## src/rtl/core_pipe_ctrl_pkg.sv

```systemverilog
// core_pipe_ctrl_pkg: shared constants, scoreboard entry type and forward-select helper
// Contents:
//   REG_W                    register-address width
//   FWD_RF / FWD_MEM / FWD_WB  operand forward-source codes
//   SB_EX / SB_MEM / SB_WB   scoreboard slot indices (youngest first)
//   sb_entry_t               one in-flight instruction {v, wr, rd, ld}
//   fwd_pick()               youngest-match-wins forward select
package core_pipe_ctrl_pkg;
    localparam int REG_W = 5;
    localparam logic [1:0] FWD_RF  = 2'b00;
    localparam logic [1:0] FWD_MEM = 2'b01;
    localparam logic [1:0] FWD_WB  = 2'b10;
    localparam int SB_EX  = 0;
    localparam int SB_MEM = 1;
    localparam int SB_WB  = 2;
    localparam int SB_N   = 3;

    typedef struct packed {
        logic             v;
        logic             wr;
        logic [REG_W-1:0] rd;
        logic             ld;
    } sb_entry_t;

    // A producer in EX is younger than one in MEM, so it wins the forward.
    function automatic logic [1:0] fwd_pick(input logic hit_ex, input logic hit_mem);
        return hit_ex ? FWD_MEM : hit_mem ? FWD_WB : FWD_RF;
    endfunction
endpackage

```

## src/rtl/core_pipe_ctrl_if.sv

```systemverilog
// core_pipe_ctrl_if: decode-side flags in, sequencing controls out
// Signals:
//   ID_*            decode-stage instruction fields (master -> slave)
//   EX_REDIRECT     taken branch/jump resolved in EX (master -> slave)
//   MEM_BUSY        outstanding data-memory access (master -> slave)
//   HOLD/STALL_FE/FLUSH   sequencing controls (slave -> master)
//   FWD_SEL1/2      EX operand forward source (slave -> master)
//   EX/MEM/WB_VALID stage occupancy (slave -> master)
//   STALL_CNT       lost-cycle counter, CNT_W bits (slave -> master)
interface core_pipe_ctrl_if #(parameter int CNT_W = 32);
    import core_pipe_ctrl_pkg::*;
    logic             ID_VALID;
    logic [REG_W-1:0] ID_REG_ARADDR1;
    logic [REG_W-1:0] ID_REG_ARADDR2;
    logic             ID_REG1_MEMREAD;
    logic             ID_REG2_MEMREAD;
    logic [REG_W-1:0] ID_REG_AWADDR;
    logic             ID_REG_AWVALID;
    logic             ID_ISLOAD;
    logic             EX_REDIRECT;
    logic             MEM_BUSY;
    logic             HOLD;
    logic             STALL_FE;
    logic             FLUSH;
    logic [1:0]       FWD_SEL1;
    logic [1:0]       FWD_SEL2;
    logic             EX_VALID;
    logic             MEM_VALID;
    logic             WB_VALID;
    logic [CNT_W-1:0] STALL_CNT;

    modport master (
        output ID_VALID, ID_REG_ARADDR1, ID_REG_ARADDR2, ID_REG1_MEMREAD, ID_REG2_MEMREAD,
               ID_REG_AWADDR, ID_REG_AWVALID, ID_ISLOAD, EX_REDIRECT, MEM_BUSY,
        input  HOLD, STALL_FE, FLUSH, FWD_SEL1, FWD_SEL2, EX_VALID, MEM_VALID, WB_VALID, STALL_CNT
    );

    modport slave (
        input  ID_VALID, ID_REG_ARADDR1, ID_REG_ARADDR2, ID_REG1_MEMREAD, ID_REG2_MEMREAD,
               ID_REG_AWADDR, ID_REG_AWVALID, ID_ISLOAD, EX_REDIRECT, MEM_BUSY,
        output HOLD, STALL_FE, FLUSH, FWD_SEL1, FWD_SEL2, EX_VALID, MEM_VALID, WB_VALID, STALL_CNT
    );
endinterface

```

## src/rtl/core_pipe_sbmatch.sv

```systemverilog
// core_pipe_sbmatch: combinational RAW hit of one source register against one scoreboard entry
// Ports:
//   rs     source register address
//   rd_en  the source is actually read
//   entry  scoreboard entry under test
//   hit    entry holds a live writer of rs (x0 never hits)
module core_pipe_sbmatch
    import core_pipe_ctrl_pkg::*;
(
    input  logic [REG_W-1:0] rs,
    input  logic             rd_en,
    input  sb_entry_t        entry,
    output logic             hit
);
    logic unused_ld;

    assign hit = rd_en & entry.v & entry.wr & (entry.rd == rs) & (rs != '0);
    assign unused_ld = entry.ld;
endmodule

```

## src/rtl/core_pipe_ctrl.sv

```systemverilog
// core_pipe_ctrl: five-stage pipeline hold/stall/flush sequencing with a three-entry scoreboard
// Ports:
//   CLK, RST   core clock, asynchronous active-high reset
//   bus        core_pipe_ctrl_if.slave: decode flags in; HOLD, STALL_FE, FLUSH,
//              FWD_SEL1/2, EX/MEM/WB_VALID, STALL_CNT out
// Parameters:
//   RF_BYPASS  register file forwards a WB write to a same-cycle read
//   CNT_W      stall-counter width
// Build option FORWARDING_EN: defined -> only load-use stalls and FWD_SEL is generated;
// undefined -> every live RAW match stalls and FWD_SEL is tied to FWD_RF.
module core_pipe_ctrl
    import core_pipe_ctrl_pkg::*;
#(
    parameter bit RF_BYPASS = 1'b1,
    parameter int CNT_W     = 32
)(
    input logic               CLK,
    input logic               RST,
    core_pipe_ctrl_if.slave   bus
);
    sb_entry_t        sb [SB_N];
    logic [REG_W-1:0] rs [2];
    logic             rd_en [2];
    logic             hit [2][SB_N];
    logic             hold;
    logic             flush;
    logic             stall;
    logic             hazard;
    logic             enter_v;
    logic [CNT_W-1:0] cnt;
    logic             unused_ok;

    assign rs[0]    = bus.ID_REG_ARADDR1;
    assign rs[1]    = bus.ID_REG_ARADDR2;
    assign rd_en[0] = bus.ID_REG1_MEMREAD;
    assign rd_en[1] = bus.ID_REG2_MEMREAD;

    genvar i, j;
    for (i = 0; i < 2; i++) begin : g_op
        for (j = 0; j < SB_N; j++) begin : g_slot
            core_pipe_sbmatch u_match (
                .rs    (rs[i]),
                .rd_en (rd_en[i]),
                .entry (sb[j]),
                .hit   (hit[i][j])
            );
        end
    end

`ifdef FORWARDING_EN
    // Only a load still in EX cannot be forwarded in time.
    assign hazard = (hit[0][SB_EX] | hit[1][SB_EX]) & sb[SB_EX].ld;
`else
    assign hazard = hit[0][SB_EX] | hit[0][SB_MEM] | hit[1][SB_EX] | hit[1][SB_MEM]
                  | (!RF_BYPASS & (hit[0][SB_WB] | hit[1][SB_WB]));
`endif

    assign hold    = bus.MEM_BUSY;
    assign flush   = bus.EX_REDIRECT & !hold;
    assign stall   = !hold & !flush & bus.ID_VALID & hazard;
    assign enter_v = bus.ID_VALID & !flush & !stall;

    always_ff @(posedge CLK or posedge RST) begin
        if (RST) begin
            sb  <= '{default: '0};
            cnt <= '0;
        end else begin
            if (!hold) begin
                sb[SB_WB]  <= sb[SB_MEM];
                sb[SB_MEM] <= sb[SB_EX];
                sb[SB_EX]  <= '{v: enter_v, wr: bus.ID_REG_AWVALID, rd: bus.ID_REG_AWADDR, ld: bus.ID_ISLOAD};
            end
            if (hold | stall)
                cnt <= cnt + 1'b1;
        end
    end

`ifdef FORWARDING_EN
    logic [1:0] fwd1;
    logic [1:0] fwd2;

    // Selects are decided against the scoreboard as it stands before the advance.
    always_ff @(posedge CLK or posedge RST) begin
        if (RST) begin
            fwd1 <= FWD_RF;
            fwd2 <= FWD_RF;
        end else if (!hold) begin
            fwd1 <= enter_v ? fwd_pick(hit[0][SB_EX], hit[0][SB_MEM]) : FWD_RF;
            fwd2 <= enter_v ? fwd_pick(hit[1][SB_EX], hit[1][SB_MEM]) : FWD_RF;
        end
    end

    assign bus.FWD_SEL1 = fwd1;
    assign bus.FWD_SEL2 = fwd2;
`else
    assign bus.FWD_SEL1 = FWD_RF;
    assign bus.FWD_SEL2 = FWD_RF;
`endif

    assign bus.HOLD      = hold;
    assign bus.FLUSH     = flush;
    assign bus.STALL_FE  = stall;
    assign bus.EX_VALID  = sb[SB_EX].v;
    assign bus.MEM_VALID = sb[SB_MEM].v;
    assign bus.WB_VALID  = sb[SB_WB].v;
    assign bus.STALL_CNT = cnt;

    // Fields that only matter in one build configuration.
    assign unused_ok = ^{hit[0][SB_WB], hit[1][SB_WB], sb[SB_EX].ld, sb[SB_MEM].ld, sb[SB_WB].ld, RF_BYPASS};
endmodule

```

## src/flat_wrapper.sv

```systemverilog
// flat-port wrapper written by rule: the top's interface ports become plain ports
module core_pipe_ctrl_flat import core_pipe_ctrl_pkg::*;
#(
    parameter bit RF_BYPASS = 1'b1,
    parameter int CNT_W     = 32
)
  (CLK, RST, bus_ID_VALID, bus_ID_REG_ARADDR1, bus_ID_REG_ARADDR2, bus_ID_REG1_MEMREAD, bus_ID_REG2_MEMREAD, bus_ID_REG_AWADDR, bus_ID_REG_AWVALID, bus_ID_ISLOAD, bus_EX_REDIRECT, bus_MEM_BUSY, bus_HOLD, bus_STALL_FE, bus_FLUSH, bus_FWD_SEL1, bus_FWD_SEL2, bus_EX_VALID, bus_MEM_VALID, bus_WB_VALID, bus_STALL_CNT);
  core_pipe_ctrl_if #(.CNT_W(CNT_W)) bus_i ();
  input logic CLK;
  input logic RST;
  input wire logic [$bits(bus_i.ID_VALID)-1:0] bus_ID_VALID;
  input wire logic [$bits(bus_i.ID_REG_ARADDR1)-1:0] bus_ID_REG_ARADDR1;
  input wire logic [$bits(bus_i.ID_REG_ARADDR2)-1:0] bus_ID_REG_ARADDR2;
  input wire logic [$bits(bus_i.ID_REG1_MEMREAD)-1:0] bus_ID_REG1_MEMREAD;
  input wire logic [$bits(bus_i.ID_REG2_MEMREAD)-1:0] bus_ID_REG2_MEMREAD;
  input wire logic [$bits(bus_i.ID_REG_AWADDR)-1:0] bus_ID_REG_AWADDR;
  input wire logic [$bits(bus_i.ID_REG_AWVALID)-1:0] bus_ID_REG_AWVALID;
  input wire logic [$bits(bus_i.ID_ISLOAD)-1:0] bus_ID_ISLOAD;
  input wire logic [$bits(bus_i.EX_REDIRECT)-1:0] bus_EX_REDIRECT;
  input wire logic [$bits(bus_i.MEM_BUSY)-1:0] bus_MEM_BUSY;
  output wire logic [$bits(bus_i.HOLD)-1:0] bus_HOLD;
  output wire logic [$bits(bus_i.STALL_FE)-1:0] bus_STALL_FE;
  output wire logic [$bits(bus_i.FLUSH)-1:0] bus_FLUSH;
  output wire logic [$bits(bus_i.FWD_SEL1)-1:0] bus_FWD_SEL1;
  output wire logic [$bits(bus_i.FWD_SEL2)-1:0] bus_FWD_SEL2;
  output wire logic [$bits(bus_i.EX_VALID)-1:0] bus_EX_VALID;
  output wire logic [$bits(bus_i.MEM_VALID)-1:0] bus_MEM_VALID;
  output wire logic [$bits(bus_i.WB_VALID)-1:0] bus_WB_VALID;
  output wire logic [$bits(bus_i.STALL_CNT)-1:0] bus_STALL_CNT;
  assign bus_i.ID_VALID = bus_ID_VALID;
  assign bus_i.ID_REG_ARADDR1 = bus_ID_REG_ARADDR1;
  assign bus_i.ID_REG_ARADDR2 = bus_ID_REG_ARADDR2;
  assign bus_i.ID_REG1_MEMREAD = bus_ID_REG1_MEMREAD;
  assign bus_i.ID_REG2_MEMREAD = bus_ID_REG2_MEMREAD;
  assign bus_i.ID_REG_AWADDR = bus_ID_REG_AWADDR;
  assign bus_i.ID_REG_AWVALID = bus_ID_REG_AWVALID;
  assign bus_i.ID_ISLOAD = bus_ID_ISLOAD;
  assign bus_i.EX_REDIRECT = bus_EX_REDIRECT;
  assign bus_i.MEM_BUSY = bus_MEM_BUSY;
  assign bus_HOLD = bus_i.HOLD;
  assign bus_STALL_FE = bus_i.STALL_FE;
  assign bus_FLUSH = bus_i.FLUSH;
  assign bus_FWD_SEL1 = bus_i.FWD_SEL1;
  assign bus_FWD_SEL2 = bus_i.FWD_SEL2;
  assign bus_EX_VALID = bus_i.EX_VALID;
  assign bus_MEM_VALID = bus_i.MEM_VALID;
  assign bus_WB_VALID = bus_i.WB_VALID;
  assign bus_STALL_CNT = bus_i.STALL_CNT;
  core_pipe_ctrl #(.RF_BYPASS(RF_BYPASS), .CNT_W(CNT_W)) u_core (.CLK(CLK), .RST(RST), .bus(bus_i));
endmodule
```

## config.mk

```make
export PLATFORM = sky130hd
export DESIGN_NAME = core_pipe_ctrl_flat
export DESIGN_NICKNAME = d
export VERILOG_FILES = /design/src/rtl/core_pipe_ctrl_pkg.sv /design/src/rtl/core_pipe_ctrl_if.sv /design/src/rtl/core_pipe_sbmatch.sv /design/src/rtl/core_pipe_ctrl.sv /design/src/flat_wrapper.sv
export SDC_FILE = /design/constraint.sdc
export NUM_CORES = 1
export LEC_CHECK = 0
export ABC_AREA = 1
export BUFFER_PORTS_ARGS = -buffer_cell sky130_fd_sc_hd__buf_2
export CORE_UTILIZATION = 50
export DETAILED_ROUTE_END_ITERATION = 7
export GPL_TIMING_DRIVEN = 0
export MAX_ROUTING_LAYER = met4
export PLACE_DENSITY = 0.78
export SLEW_MARGIN = 15
export SYNTH_ARGS = -nofsm -noshare
export SYNTH_HDL_FRONTEND = slang
export SYNTH_SLANG_ARGS = --single-unit
```

## constraint.sdc

```tcl
create_clock -name CLK -period 2.8 [get_ports CLK]
set_input_delay 0.84 -clock CLK [delete_from_list [all_inputs] [get_ports CLK]]
set_output_delay 0.84 -clock CLK [all_outputs]
set_load 0.05 [all_outputs]
```

Yosys cells after proc, flatten, opt, wreduce, memory -nomap -nowiden
Cells that the tools add are included.
{"block": "op_classes", "add_sub_neg": 1, "mul": 0, "n_div": 0, "n_lt_le_gt_ge": 0, "n_eq_ne": 4, "shifts": 0, "n_mux": 0, "n_bitwise": 26, "n_reduce_logical": 5}
{"op": "32-bit by 1-bit adder with 32-bit output, second input constant", "count": 1}
{"op": "1-bit AND", "count": 22}
{"op": "5-bit == test", "count": 4}
{"op": "5-bit nonzero test", "count": 2}
{"op": "1-bit OR", "count": 4}
{"op": "1-bit zero test", "count": 3}
{"block": "totals", "register_bits": 47, "latch_bits": 0, "ramBits": 0, "romBits": 0, "out_inout_bits": 42, "n_memories": 0}

Longest topological paths before layout
{"block": "logic_depth", "depth_word": 10, "depth_mapped": 13, "depth_no_buf": 12}

Cells and area by module
From an unflattened synthesis, not the netlist that was laid out.
{"block": "unflattened", "cells_unflattened": 454, "hier_area_um2": 3196.8}
{"mod": "core_pipe_ctrl", "instances": 1, "cells_per_inst": 334, "area_per_inst_um2": 2696.3}
{"mod": "core_pipe_sbmatch", "instances": 4, "cells_per_inst": 30, "area_per_inst_um2": 125.1}

Worst setup path before layout
Ideal clock, no wire load.
{"block": "synth_path", "path_type": "input-to-output", "start": "in bus_ID_REG_ARADDR2[0]", "end": "out bus_STALL_FE", "arrival_ns": 1.879, "required_ns": 1.960, "slack_ns": 0.081, "cell_stages": 11, "path_buffers": 1, "cell_sequence": "inv_1 -> nand2_1 -> nand2_1 -> nor2_1 -> nand3_1 -> nand2_1 -> nand2_1 -> nand2_2 -> nand2_4 -> buf_2 -> inv_1"}
{"block": "synth_between", "elab_chain_cells": 6, "elab_cells_between_ends": 10, "cone_classes": "eq/ne (2); bitwise (7); reduce/logical (1)"}
{"item": "start, declared", "line_no": "flat_wrapper.sv:13", "source": "input wire logic [$bits(bus_i.ID_REG_ARADDR2)-1:0] bus_ID_REG_ARADDR2;"}
{"item": "5-bit == test", "line_no": "core_pipe_sbmatch.sv:17", "source": "assign hit = rd_en & entry.v & entry.wr & (entry.rd == rs) & (rs != '0);"}
{"item": "1-bit AND (2 in a row)", "line_no": "core_pipe_sbmatch.sv:17"}
{"item": "1-bit OR", "line_no": "core_pipe_ctrl.sv:54", "source": "assign hazard = hit[0][SB_EX] | hit[0][SB_MEM] | hit[1][SB_EX] | hit[1][SB_MEM]"}
{"item": "1-bit OR *", "line_no": "core_pipe_ctrl.sv:54"}
{"item": "1-bit AND *", "line_no": "core_pipe_ctrl.sv:60", "source": "assign stall = !hold & !flush & bus.ID_VALID & hazard;"}
{"item": "end, declared", "line_no": "flat_wrapper.sv:22", "source": "output wire logic [$bits(bus_i.STALL_FE)-1:0] bus_STALL_FE;"}
Mark *: on every way between the ends. The rest lies on a longest branch, timed or not.

Final worst setup path
{"block": "layout_path", "start": "in bus_ID_REG_ARADDR2[4]", "end": "out bus_STALL_FE"}
Same word-level chain as after synthesis.

==> run metrics <==
status=completed; mux share of post-synthesis cell area=0; initial core utilization=0.523; max incr delay on CP=0.13 ns; DR vias/cell=5.16; Hold Crit Class=primary input to asynchronous set/reset pin; synth top area cells=dfrtp_1, nand2_1, nand3_1; Avg Synthesized Cell Area=6.73 µm²; initial drt markers=214; # Max-Cap Violations=0; Critical Path Sink Type=primary output; sequential-to-total area share from yosys stat=0.377; Synth Cell Area=3120 µm²; fin nets=558; core area=5960 µm²; Worst EP required=1.96 ns; Num CTS Buffers=5; die height=81.0 µm; setup TNS=0 ns; dpl cell area=3540 µm²; row count=28; Boundary Pins=66; maximum operating frequency=0.369 GHz; clk sinks=47; VDD IR max=0.000610 V; synth warn=0; Mapped Cells=463; Setup violations, final=0; die width=81.0 µm; LEAKAGE=0.00205 µW; Total GRT Usage=0.277; Via Count=3141; Synth top area share=0.377; Crit path max-delay family=simple AND/OR/NAND/NOR gates; Setup crit start kind=primary input; DP HPWL=6030 µm; distinct cell type count after synthesis=27; Filler cells=579; Routed Wire Length=7940 µm; Post-Synth Adder-Cell Area=0.00401; Setup CP Type=primary input to primary output; Root Buffer=clkbuf_8; Final ANT Viol Nets=0; post-cts hold buffer count=0; initial antenna violation count=0; multi-input logic area=1710 µm²; grt total ovfl=0; largest net degree at the start of global routing=32; vias in the first global route=2911; Worst Path Buf+Inv=4; sequential cell area=1180 µm²; crit-path max FO=4; share of layout cells above drive strength 1=0.195; synthesized flop and latch total=47; Tmin final=2.71 ns; htree depth=2; synthesized-area fraction occupied by and/or/nand/nor cells=0.427; Routed WL per cell=13.0 µm; final core occ=0.623; Worst Hold Margin=0.490 ns; compound-gate portion of the synthesized area=0.0257; xor/xnor share of the synthesized area=0.0787; Setup Skew=0.0124 ns; RSZ-0062 raised after global routing=true; critical path's slowest cell=buf_2; clock slew at reported path FFs=0.09 ns; met2 Resource Use GR=0.433; GR peak layer=met2; clock tree buffer depth=2; worst-skew pair later-pin latency=0.31 ns; Post-synth top flop=dfrtp_1; Antenna Cells=0; number of detailed-route iterations in the first pass=5; grt met1 use=0.375; critical-path cell list=buf_2 > inv_1 > nand2_1 > nand2_1 > nor2_1 > nand3_1 > nand2_1 > nand2_1 > nand2_4 > nand2_8 > inv_2 > buf_8; global-route wire length before repair=13600 µm; Slew Limit Fails=0; die area=6550 µm²; post-synth top area cell=dfrtp_1; most common cell in the netlist=nand2_1; met3 Use GR=0.0382; # port buffers=59; Final Wtd Congestion=0.923; post-synthesis async set-or-reset flop share=1.00; EDFF count, synth=0; most frequent cells after synthesis=nand2_1, nand3_1, dfrtp_1, inv_1, nor2_1; Final Hold Viols=0; Area Growth Syn to Fin=19.0%; Finished Layout Cells=609; Cells after DPL=601; main combinational cell family by area after synthesis=simple AND/OR/NAND/NOR gates; drc violations=0; PD cells=496 nW/µm²; CP arrival=1.87 ns; Final Instance Area=3710 µm²; CTS tree=yes; Crit path top cell by count=nand2_1; part of the cycle the worst path needs=0.967
cell type report:
type / instances / area share
multi-input cells: 360 / 0.460
flip-flops and latches: 47 / 0.317
repair buffers: 61 / 0.0904
inverters: 41 / 0.0415
plain buffers: 17 / 0.0297
well taps: 75 / 0.0253
clock buffers: 6 / 0.0196
clock inverters: 2 / 0.0162
logic make-up after synthesis:
kind of cell / count (synthesis)
buffers and inverters: 59
XOR/XNOR: 28
adder cells (fa/ha/maj): 1
flip-flops: 47
AO/OA/AOI/OAI: 16
other: 1
AND/OR/NAND/NOR: 311
worst paths after layout:
path / start / endpoint / slack [ns] / depth (start not counted)
max in group asynchronous: RST / u_core.bus.STALL_CNT[17]$_DFFE_PP0P_ / 1.82 / 3
min in group CLK: u_core.bus.WB_VALID$_DFFE_PP0N_ / u_core.bus.WB_VALID$_DFFE_PP0N_ / 0.50 / 2
setup reg to reg: u_core.bus.STALL_CNT[0]$_DFFE_PP0P_ / u_core.bus.STALL_CNT[30]$_DFFE_PP0P_ / 0.97 / 10
setup / recovery: bus_ID_REG_ARADDR2[4] / bus_STALL_FE / 0.09 / 12
hold / removal: RST / u_core.bus.STALL_CNT[28]$_DFFE_PP0P_ / 0.49 / 2
hold reg to reg: u_core.bus.WB_VALID$_DFFE_PP0N_ / u_core.bus.WB_VALID$_DFFE_PP0N_ / 0.50 / 2
repair_timing:
action,in CTS,in global routing
resized for setup,5,7
buffers inserted,1,0
pin swaps,1,3
endpoints found under the setup margin,1,2
state kept, by name, summed over array words and instances, names as in the netlist:
register / flops
u_core.bus.STALL_CNT: 32
u_core.sb: 12
u_core.bus.EX_VALID: 1
u_core.bus.MEM_VALID: 1
u_core.bus.WB_VALID: 1
power by group:
group	leakage [µW]	internal [µW]	total [µW]	switching (µW)
combinational	0.00136	126	429	303
sequential	0.000627	732	812	80.8
clock	0.0000654	357	598	241
total	0.00205	1210	1840	625
per-layer routing:
metal	routed length, µm	share of wire
met5	0	0
met4	82	0.010
met3	391	0.049
met2	3720	0.47
met1	3750	0.47
metrics by stage:
stage | setup WS (ns) | power [µW]
final | 0.0914 | 1840
after global routing | -0.00264 | 1930
after global placement | -0.215 | 1240
after floorplan | 0.0809 | 1140
after CTS | 0.0505 | 1850
after detailed placement | -0.251 | 1250
cell usage in the layout (no fill, tap or decap), types with 2 or more instances in the layout:
| cell type | instances |
|---|---|
| nand2_4 | 2 |
| conb_1 | 4 |
| clkbuf_1 | 3 |
| buf_2 | 60 |
| clkbuf_8 | 5 |
| dfrtp_1 | 47 |
| nand2_2 | 3 |
| nor2_2 | 5 |
| bufinv_16 | 2 |
| buf_1 | 3 |
| buf_4 | 7 |
| xor2_1 | 20 |
| nor2_1 | 33 |
| buf_6 | 3 |
| nand3_1 | 50 |
| nand2_1 | 191 |
| o21ai_0 | 14 |
| xnor2_1 | 8 |
| nor3_2 | 2 |
| inv_1 | 33 |
| inv_2 | 8 |
| nand3b_1 | 4 |
| nor3_1 | 16 |
(Power assumes the default switching activity.)
